<file path="config.mk">
export PLATFORM = sky130hd
export DESIGN_NAME = alu_issue_buffer
export DESIGN_NICKNAME = d
export VERILOG_FILES = /design/src/rtl/alu_issue_buffer.sv
export SDC_FILE = /design/constraint.sdc
export NUM_CORES = 1
export LEC_CHECK = 0
export CORE_ASPECT_RATIO = 2
export CORE_UTILIZATION = 30
export DETAILED_ROUTE_END_ITERATION = 7
export PLACE_DENSITY = 0.52
export SLEW_MARGIN = 20
export SYNTH_ARGS = -nofsm -noshare
export SYNTH_HDL_FRONTEND = slang
export SYNTH_SLANG_ARGS = --single-unit
</file>
<file path="constraint.sdc">
create_clock -name clk -period 3.6 [get_ports clk]
set_input_delay 0.9 -clock clk [delete_from_list [all_inputs] [get_ports clk]]
set_output_delay 0.9 -clock clk [all_outputs]
set_load 0.05 [all_outputs]
</file>
<file path="src/rtl/alu_issue_buffer.sv">
// alu_issue_buffer
//   Execute-stage front end. Queues ALU requests {op, a, b} in a DEPTH-entry FIFO,
//   presents the head entry to an external combinational 32-bit ALU and captures the
//   ALU result into an output register with a valid/ready handshake. Results leave
//   in request order. Capacity is DEPTH queued entries plus one held result.
//
// Ports
//   clk, rst_n              clock, asynchronous active-low reset
//   in_valid/in_ready       request handshake (in_ready = !full)
//   in_op, in_a, in_b       request op code and operands
//   alu_op, alu_a, alu_b    head entry driven to the ALU (all zero when empty)
//   alu_res, alu_zero       ALU result and zero flag
//   out_valid/out_ready     result handshake
//   out_res, out_zero,      registered result, zero flag and the op that made it
//   out_op
//   count                   FIFO occupancy 0..DEPTH (output register excluded)

module alu_issue_buffer #(
    parameter int unsigned DEPTH = 4,
    parameter int unsigned W     = 32
) (
    input  logic                     clk,
    input  logic                     rst_n,
    input  logic                     in_valid,
    output logic                     in_ready,
    input  logic [2:0]               in_op,
    input  logic [W-1:0]             in_a,
    input  logic [W-1:0]             in_b,
    output logic [W-1:0]             alu_a,
    output logic [W-1:0]             alu_b,
    output logic [2:0]               alu_op,
    input  logic [W-1:0]             alu_res,
    input  logic                     alu_zero,
    output logic                     out_valid,
    input  logic                     out_ready,
    output logic [W-1:0]             out_res,
    output logic                     out_zero,
    output logic [2:0]               out_op,
    output logic [$clog2(DEPTH):0]   count
);

    localparam int unsigned PW = $clog2(DEPTH);
    localparam int unsigned CW = PW + 1;

    // FIFO storage is intentionally left out of reset.
    logic [W-1:0] a_mem  [DEPTH];
    logic [W-1:0] b_mem  [DEPTH];
    logic [2:0]   op_mem [DEPTH];

    logic [PW-1:0] wr_ptr_q, wr_ptr_d;
    logic [PW-1:0] rd_ptr_q, rd_ptr_d;
    logic [CW-1:0] count_q, count_d;

    logic         out_valid_q, out_valid_d;
    logic [W-1:0] out_res_q, out_res_d;
    logic         out_zero_q, out_zero_d;
    logic [2:0]   out_op_q, out_op_d;

    logic empty;
    logic full;
    logic push;
    logic cap;

    always_comb begin
        empty = (count_q == '0);
        full  = (count_q == CW'(DEPTH));
        // Full blocks the push even if a capture frees a slot on the same edge.
        push  = in_valid & ~full;
        // Capture whenever the output register is free or being drained this cycle.
        cap   = ~empty & (~out_valid_q | out_ready);
    end

    always_comb begin
        wr_ptr_d = wr_ptr_q;
        rd_ptr_d = rd_ptr_q;
        count_d  = count_q;
        if (push) begin
            wr_ptr_d = wr_ptr_q + PW'(1);
        end
        if (cap) begin
            rd_ptr_d = rd_ptr_q + PW'(1);
        end
        unique case ({push, cap})
            2'b10:   count_d = count_q + CW'(1);
            2'b01:   count_d = count_q - CW'(1);
            default: count_d = count_q;
        endcase
    end

    always_comb begin
        out_valid_d = out_valid_q;
        out_res_d   = out_res_q;
        out_zero_d  = out_zero_q;
        out_op_d    = out_op_q;
        if (cap) begin
            out_valid_d = 1'b1;
            out_res_d   = alu_res;
            out_zero_d  = alu_zero;
            out_op_d    = op_mem[rd_ptr_q];
        end else if (out_ready) begin
            // Drain: data fields keep their last values.
            out_valid_d = 1'b0;
        end
    end

    always_ff @(posedge clk) begin
        if (push) begin
            a_mem[wr_ptr_q]  <= in_a;
            b_mem[wr_ptr_q]  <= in_b;
            op_mem[wr_ptr_q] <= in_op;
        end
    end

    always_ff @(posedge clk or negedge rst_n) begin
        if (!rst_n) begin
            wr_ptr_q    <= '0;
            rd_ptr_q    <= '0;
            count_q     <= '0;
            out_valid_q <= 1'b0;
            out_res_q   <= '0;
            out_zero_q  <= 1'b0;
            out_op_q    <= '0;
        end else begin
            wr_ptr_q    <= wr_ptr_d;
            rd_ptr_q    <= rd_ptr_d;
            count_q     <= count_d;
            out_valid_q <= out_valid_d;
            out_res_q   <= out_res_d;
            out_zero_q  <= out_zero_d;
            out_op_q    <= out_op_d;
        end
    end

    always_comb begin
        in_ready  = ~full;
        alu_a     = empty ? '0 : a_mem[rd_ptr_q];
        alu_b     = empty ? '0 : b_mem[rd_ptr_q];
        alu_op    = empty ? '0 : op_mem[rd_ptr_q];
        out_valid = out_valid_q;
        out_res   = out_res_q;
        out_zero  = out_zero_q;
        out_op    = out_op_q;
        count     = count_q;
    end

endmodule
</file>
==> results.md, run 1 <==
* Outcome: completed
* Antenna viol nets, final at 0
* Wirelength per Cell at ~20 um
* Die area at about 41000 um2
* Kind of critical path: reg2out
* Yosys warns at 0
* Power per cell area at approximately 1000 nW/um2
* Buffers on Ports at around 210
* Seq pwr share at 33.2%
* Layout area overhead at 31.31%
* Post-synthesis sequential area ratio at ~76%
* Clock share of power at between 10% and 20%
* Internal at between 9000 and 10000 uW
* Root Driver: clkbuf_16
* Max Slew Vio Count at 0
* Initial core utilization at slightly above 30%
* Total Neg Setup Slack at 0 ns
* Worst Max-Slew Pin Slew at between 0.7 and 0.8 ns
* Post-synth top area share at between 60 and 70%
* Ys flop type: edfxtp_1
* TritonCTS buffer count at 29
* Initial antenna violation count at 4
* Ports at 212
* Logic pwr share at between 40% and 50%
* Worst endpoint data arrival time at 2.60 ns
* Crit-path slowest cell: clkdlybuf4s50_1
* H-Tree Depth at 1
* Dpl hpwl at 16720 um
* Final hold slack at between 0.4 and 0.5 ns
* Clk sinks at 312
* LEAKAGE at between 0.005 and 0.006 uW
* Peak VDD IR at ~0.00045 V
* Post-Syn Area per Cell at around 22 um2
* # hold bufs at CTS at 0
* Synthesized instance count at roughly 540
* Cell with the most instances after synthesis: edfxtp_1
* Relative slew margins at 48.70%
* Die Y at ~280 um
* Synth cell types at 23
* Nets at 884
* Mapped Area at approximately 12000 um2
* Ranking of synthesized cells by area: edfxtp_1 67%, mux4_2 13%, dfrtp_1 9.2%, nor2b_1 3.6%, mux2_4 2.4%
* First-pass DRT Iterations at 6
* Seq cells post-synth at about 310
* GP Congestion at about 0.67
* Starting DRT DRC Count at 193
* Crit path max fanout at 12
* Worst Hold Class: in2async
* Rows at between 100 and 150
* Vias/cell at between 4 and 5
* First-pass GRT wire length at 39720 um
* Max-cap check violation count at 0
* NetSw at 6323 uW
* Worst Setup End Kind: primary output
* Vias in the first global route at about 6500
* Post-synth EDFFs at between 200 and 300
* Layout cells sized above 1 at 27.04%
* Die width at approximately 140 um
* Top cells by count, synth: 268 x edfxtp_1, 68 x nor2b_1, 67 x mux4_2
* DRT Wirelength at 27010 um
* Crit path cell chain: mux4_2 -> nor2b_1 -> clkdlybuf4s50_1
* Period Utilization, post-route at between 90% and 100%
* Setup crit start kind: register
* Syn Nets at between 600 and 700
* Area leader, netlist: edfxtp_1
* Setup-failing EPs final at 0
* Vias after detailed routing at 5841
* Final min period at between 3 and 4 ns
* Worst-path clk slew at about 0.070 ns
* Switching share of power at 40.54%
* WP data required at 2.70 ns
* Largest net degree at the start of global routing at 46
* GRT Total Usage at a little over an eighth
* Worst Clk Skew at about 0.0097 ns
* RSZ-0062 raised after global routing: false
* Remaining Overflow, GRT at 0
* CTS Buffer Depth at 3
* Clk_lat worst skew at 0.55 ns
* TritonCTS clock tree: built
* CP peak stage delay at between 0.7 and 0.8 ns
* Fillers at 3606
* Residual DRC at 0
* Asr flop ratio synth at ~14%
* Achievable Freq at 286.1 MHz
* Area of the core at 39440 um2
* Hold Vio Cnt, Final at 0
-- layout by cell type, fill, tap and decap left out, types with 2 or more instances in the layout --
master,count
xor2_1,3
clkbuf_1,5
xnor2_1,3
ha_1,5
dfrtp_4,2
inv_1,6
bufinv_16,4
mux2_2,18
buf_4,49
dlygate4sd2_1,17
clkinv_2,2
mux2_4,19
dfrtp_1,42
clkbuf_16,29
nor2b_1,67
and3_4,4
mux4_2,67
dlymetal6s2s_1,4
buf_12,10
clkdlybuf4s50_1,146
clkinv_1,7
clkinvlp_2,2
edfxtp_1,268
-- path summary, 6_finish.rpt --
| path | from | end | slack [ns] | cells after the start |
|---|---|---|---|---|
| worst max-delay path | rd_ptr_q[0]$_DFFE_PN0P_ | alu_a[12] | 0.10 | 3 |
| worst min-delay path | rst_n | wr_ptr_q[1]$_DFFE_PN0P_ | 0.42 | 1 |
| worst max register to register | count[0]$_DFFE_PN0P_ | count[2]$_DFFE_PN0P_ | 1.22 | 9 |
| worst min register to register | out_res[20]$_DFFE_PN0P_ | out_res[20]$_DFFE_PN0P_ | 0.50 | 1 |
| max in group asynchronous | rst_n | out_res[3]$_DFFE_PN0P_ | 2.51 | 2 |
| min in group clk | out_res[20]$_DFFE_PN0P_ | out_res[20]$_DFFE_PN0P_ | 0.50 | 1 |
-- layer usage --
layer  vias up  track usage, %  routed length [um]
met5         -               0                  48
met4         6           4.601                 607
met3        44           2.796                1580
met2       184           25.83               14950
met1      2991           14.03                9822
li1       2616               -                   -
-- critical path, delay by kind of cell, from the launching register on --
family	cells	cell delay, ns
flops	1	0.62
buf+inv	1	0.74
simple gates	1	0.14
mux	1	0.54
-- registers in the layout, summed over array words and instances (netlist names) --
signal and flops:
op_mem 12, count 3, out_op 3, rd_ptr_q 2, out_res 32, out_zero 1, wr_ptr_q 2, a_mem 128
b_mem 128, out_valid 1
-- power groups by stage --
stage,registers [uW],clock network (uW),logic [uW]
CTS,5210,3180,7530
finish,5180,3060,7360
global placement,5240,0,7620
global route,5270,3270,7780
floorplan,5790,0,4530
detailed placement,5280,0,7620
-- through the flow --
step	utilization (%)	cell area (um2)	worst slack (ns)	power [uW]	instances
after floorplan	-	11970	0.1901	10320	541
after global placement	37.49	14780	0.5088	12860	1268
after detailed placement	37.49	14780	0.4926	12900	1268
after CTS	39.81	15700	0.01154	15920	1320
after global routing	39.87	15720	0.002983	16320	1321
final	39.87	15720	0.1043	15600	1321
-- area by class of cell --
| class | count | area [um2] | share of cell area, % |
|---|---|---|---|
| repair buffers | 229 | 2272 | 14.45 |
| clock buffers | 34 | 744.5 | 4.735 |
| multi-input cells | 196 | 2675 | 17.02 |
| flip-flops and latches | 312 | 9156 | 58.24 |
| diodes | 1 | 2.502 | 0.01592 |
| clock inverters | 18 | 191.4 | 1.218 |
| well taps | 525 | 656.9 | 4.178 |
| inverters | 6 | 22.52 | 0.1433 |
-- what timing repair did --
item                       in CTS  in global routing
setup endpoints to repair      17                  4
hold endpoints to repair        0                  0
gates resized for setup        17                  6
setup buffers                   0                  0
-- cells by family (layout without fill, tap and decap cells) --
| kind of cell | Yosys count | in the layout | synth area share [%] |
|---|---|---|---|
| simple gates | 79 | 79 | 4.222 |
| other cells | 0 | 1 | 0 |
| flops | 312 | 312 | 76.41 |
| mux | 105 | 105 | 16.76 |
| xor+xnor | 6 | 6 | 0.4390 |
| fa+ha+maj | 6 | 6 | 0.6897 |
| buf+inv | 33 | 287 | 1.474 |
(Power assumes the default switching activity.)
==> run 2, diff against run 1 <==
--- a/config.mk
+++ b/config.mk
@@ -8,6 +8,7 @@
 export CORE_ASPECT_RATIO = 2
 export CORE_UTILIZATION = 30
 export DETAILED_ROUTE_END_ITERATION = 7
+export GPL_TIMING_DRIVEN = 0
 export PLACE_DENSITY = 0.52
 export SLEW_MARGIN = 20
 export SYNTH_ARGS = -nofsm -noshare
==> run 2 against run 1 <==
  * Non-clock buffer count up 18
  * Sequential power down 3%
  * Critical path depth up 3
  * Cell count up 1.6%
  * Count of clock-buffer cells in the layout up 1
  * Cell area up 0.89%
  * Largest cell class unchanged
==> results.md, run 2 (synthesis results as in run 1) <==
* GP Congestion at 0.6771
* Initial core utilization at between 30% and 40%
* CP peak stage delay at around 0.45 ns
* Outcome: completed
* Vias in the first global route at ~6700
* Die width at between 100 and 150 um
* Worst Setup End Kind: primary output
* Total Neg Setup Slack at 0 ns
* Layout area overhead at 32.48%
* Peak VDD IR at between 0.0006 and 0.0007 V
* Dpl hpwl at 17550 um
* Wirelength per Cell at approximately 20 um
* Final hold slack at around 0.25 ns
* Vias after detailed routing at approximately 6000
* Crit path max-delay family: buffers and inverters
* GRT Total Usage at between 10% and 20%
* Crit path max fanout at 10
* Antenna cell count at 0
* H-Tree Depth at 1
* Setup crit start kind: register
* Worst endpoint data arrival time at about 2.5 ns
* Initial antenna violation count at 2
* Worst-path clk slew at about 0.060 ns
* Power per cell area at around 980 nW/um2
* Clk_lat worst skew at 0.56 ns
* Achievable Freq at 292.1 MHz
* Period Utilization, post-route at approximately 95%
* Fillers at about 3700
* Commonest non-fill, non-tap cell in the layout: edfxtp_1
* Ports at about 210
* RSZ-0062 raised after global routing: false
* LEAKAGE at about 0.0055 uW
* Antenna viol nets, final at 0
* Die area at 40760 um2
* Non-Filler Instances at about 1300
* Crit-path slowest cell: dlygate4sd2_1
* CTS Buffer Depth at 3
* Final core occ at about two fifths
* Worst Hold Class: in2async
* Crit path cell chain: buf_2 -> clkbuf_4 -> buf_4 -> mux4_2 -> nor2b_1 -> dlygate4sd2_1
* TritonCTS buffer count at 30
* Nets at around 900
* Kind of critical path: reg2out
* Vias/cell at between 4 and 5
* Largest net degree at the start of global routing at 42
* Die Y at ~280 um
* Max-cap check violation count at 0
* Worst Clk Skew at around 0.0074 ns
* Final min period at around 3.4 ns
* Max Slew Vio Count at 0
* DRT Wirelength at between 20000 and 30000 um
* Residual DRC at 0
* Root Driver: clkbuf_16
* Placed cell count at 1283
* Layout cells sized above 1 at ~25%
* Area of the core at 39440 um2
* Starting DRT DRC Count at ~290
* Worst Max-Slew Pin Slew at between 0.6 and 0.7 ns
* Commonest cells after routing, fill and taps aside: 268 x edfxtp_1, 143 x clkdlybuf4s50_1, 68 x nor2b_1, 67 x mux4_2, 54 x dlygate4sd2_1
* First-pass DRT Iterations at 4
* Relative slew margins at approximately 58%
* WP data required at about 2.7 ns
* Fin area at 15860 um2
* Setup-failing EPs final at 0
* DP Area at about 15000 um2
* Hold Vio Cnt, Final at 0
* Remaining Overflow, GRT at 0
* Buffers on Ports at 211
* CP Buf/Inv Count at 4
* Clk sinks at ~310
* Rows at a little over 100
* First-pass GRT wire length at just over 40000 um
* TritonCTS clock tree: built
## run 2: changes by cell type in the layout (fill, tap and decap cells not counted), moves of 5 or more
cell             delta
buf_2               +7
buf_12              -5
clkdlybuf4s15_2     +9
clkbuf_2            +6
dlygate4sd2_1      +37
buf_4              -41
## run 2: metrics by stage
step                      setup slack, ns  power [uW]
after floorplan                    0.1901       10320
after global placement             -1.553       13010
after detailed placement          -0.2060       13050
after CTS                        -0.03135       15850
after global routing             0.007931       16290
final                              0.1762       15540
## run 2: per-layer routing
layer / global-route usage [%] / part of all wire, % / vias up
met5: 0 / 0.11 / -
met4: 4.628 / 2.5 / 4
met3: 2.780 / 5.6 / 38
met2: 25.34 / 54 / 183
met1: 15.34 / 38 / 3104
li1: - / - / 2662
## run 2: final timing paths
path	slack [ns]	from	cells past startpoint	end
min in group clk	0.51	out_res[11]$_DFFE_PN0P_	1	out_res[11]$_DFFE_PN0P_
min reg2reg	0.51	out_res[11]$_DFFE_PN0P_	1	out_res[11]$_DFFE_PN0P_
max	0.18	rd_ptr_q[1]$_DFFE_PN0P_	6	alu_b[4]
max in group asynchronous	2.84	rst_n	2	out_res[0]$_DFFE_PN0P_
max reg2reg	1.08	count[0]$_DFFE_PN0P_	12	count[2]$_DFFE_PN0P_
min	0.25	rst_n	1	out_res[19]$_DFFE_PN0P_
## run 2: cell type report
class	count	area, um2	share of cell area [%]
plain buffers	27	187.7	1.183
clock buffers	35	790.8	4.985
clock inverters	21	166.4	1.049
inverters	6	22.52	0.1420
multi-input cells	196	2668	16.82
flip-flops and latches	312	9149	57.68
well taps	525	656.9	4.141
repair buffers	220	2221	14.00
## run 2: worst reg2reg max path, stage by stage, from the launching register on
cell,delay (ns)
dfrtp_1,0.49
nor3_4,0.07
buf_12,0.14
buf_12,0.12
nor2b_1,0.17
buf_6,0.19
buf_6,0.20
ha_1,0.21
inv_1,0.06
fa_1,0.38
xor2_1,0.15
nor2_1,0.12
xor2_1,0.15
## run 2: report_power, final
group	switching, uW	internal (uW)
Combinational	4840	2590
Clock	1350	1720
Sequential	232	4820
Total	6420	9130
## run 2: what timing repair did
item,in CTS,in global routing
setup buffers,3,0
endpoints found under the setup margin,67,29
hold buffers,0,0
pin swaps,1,0
gates resized for setup,111,5
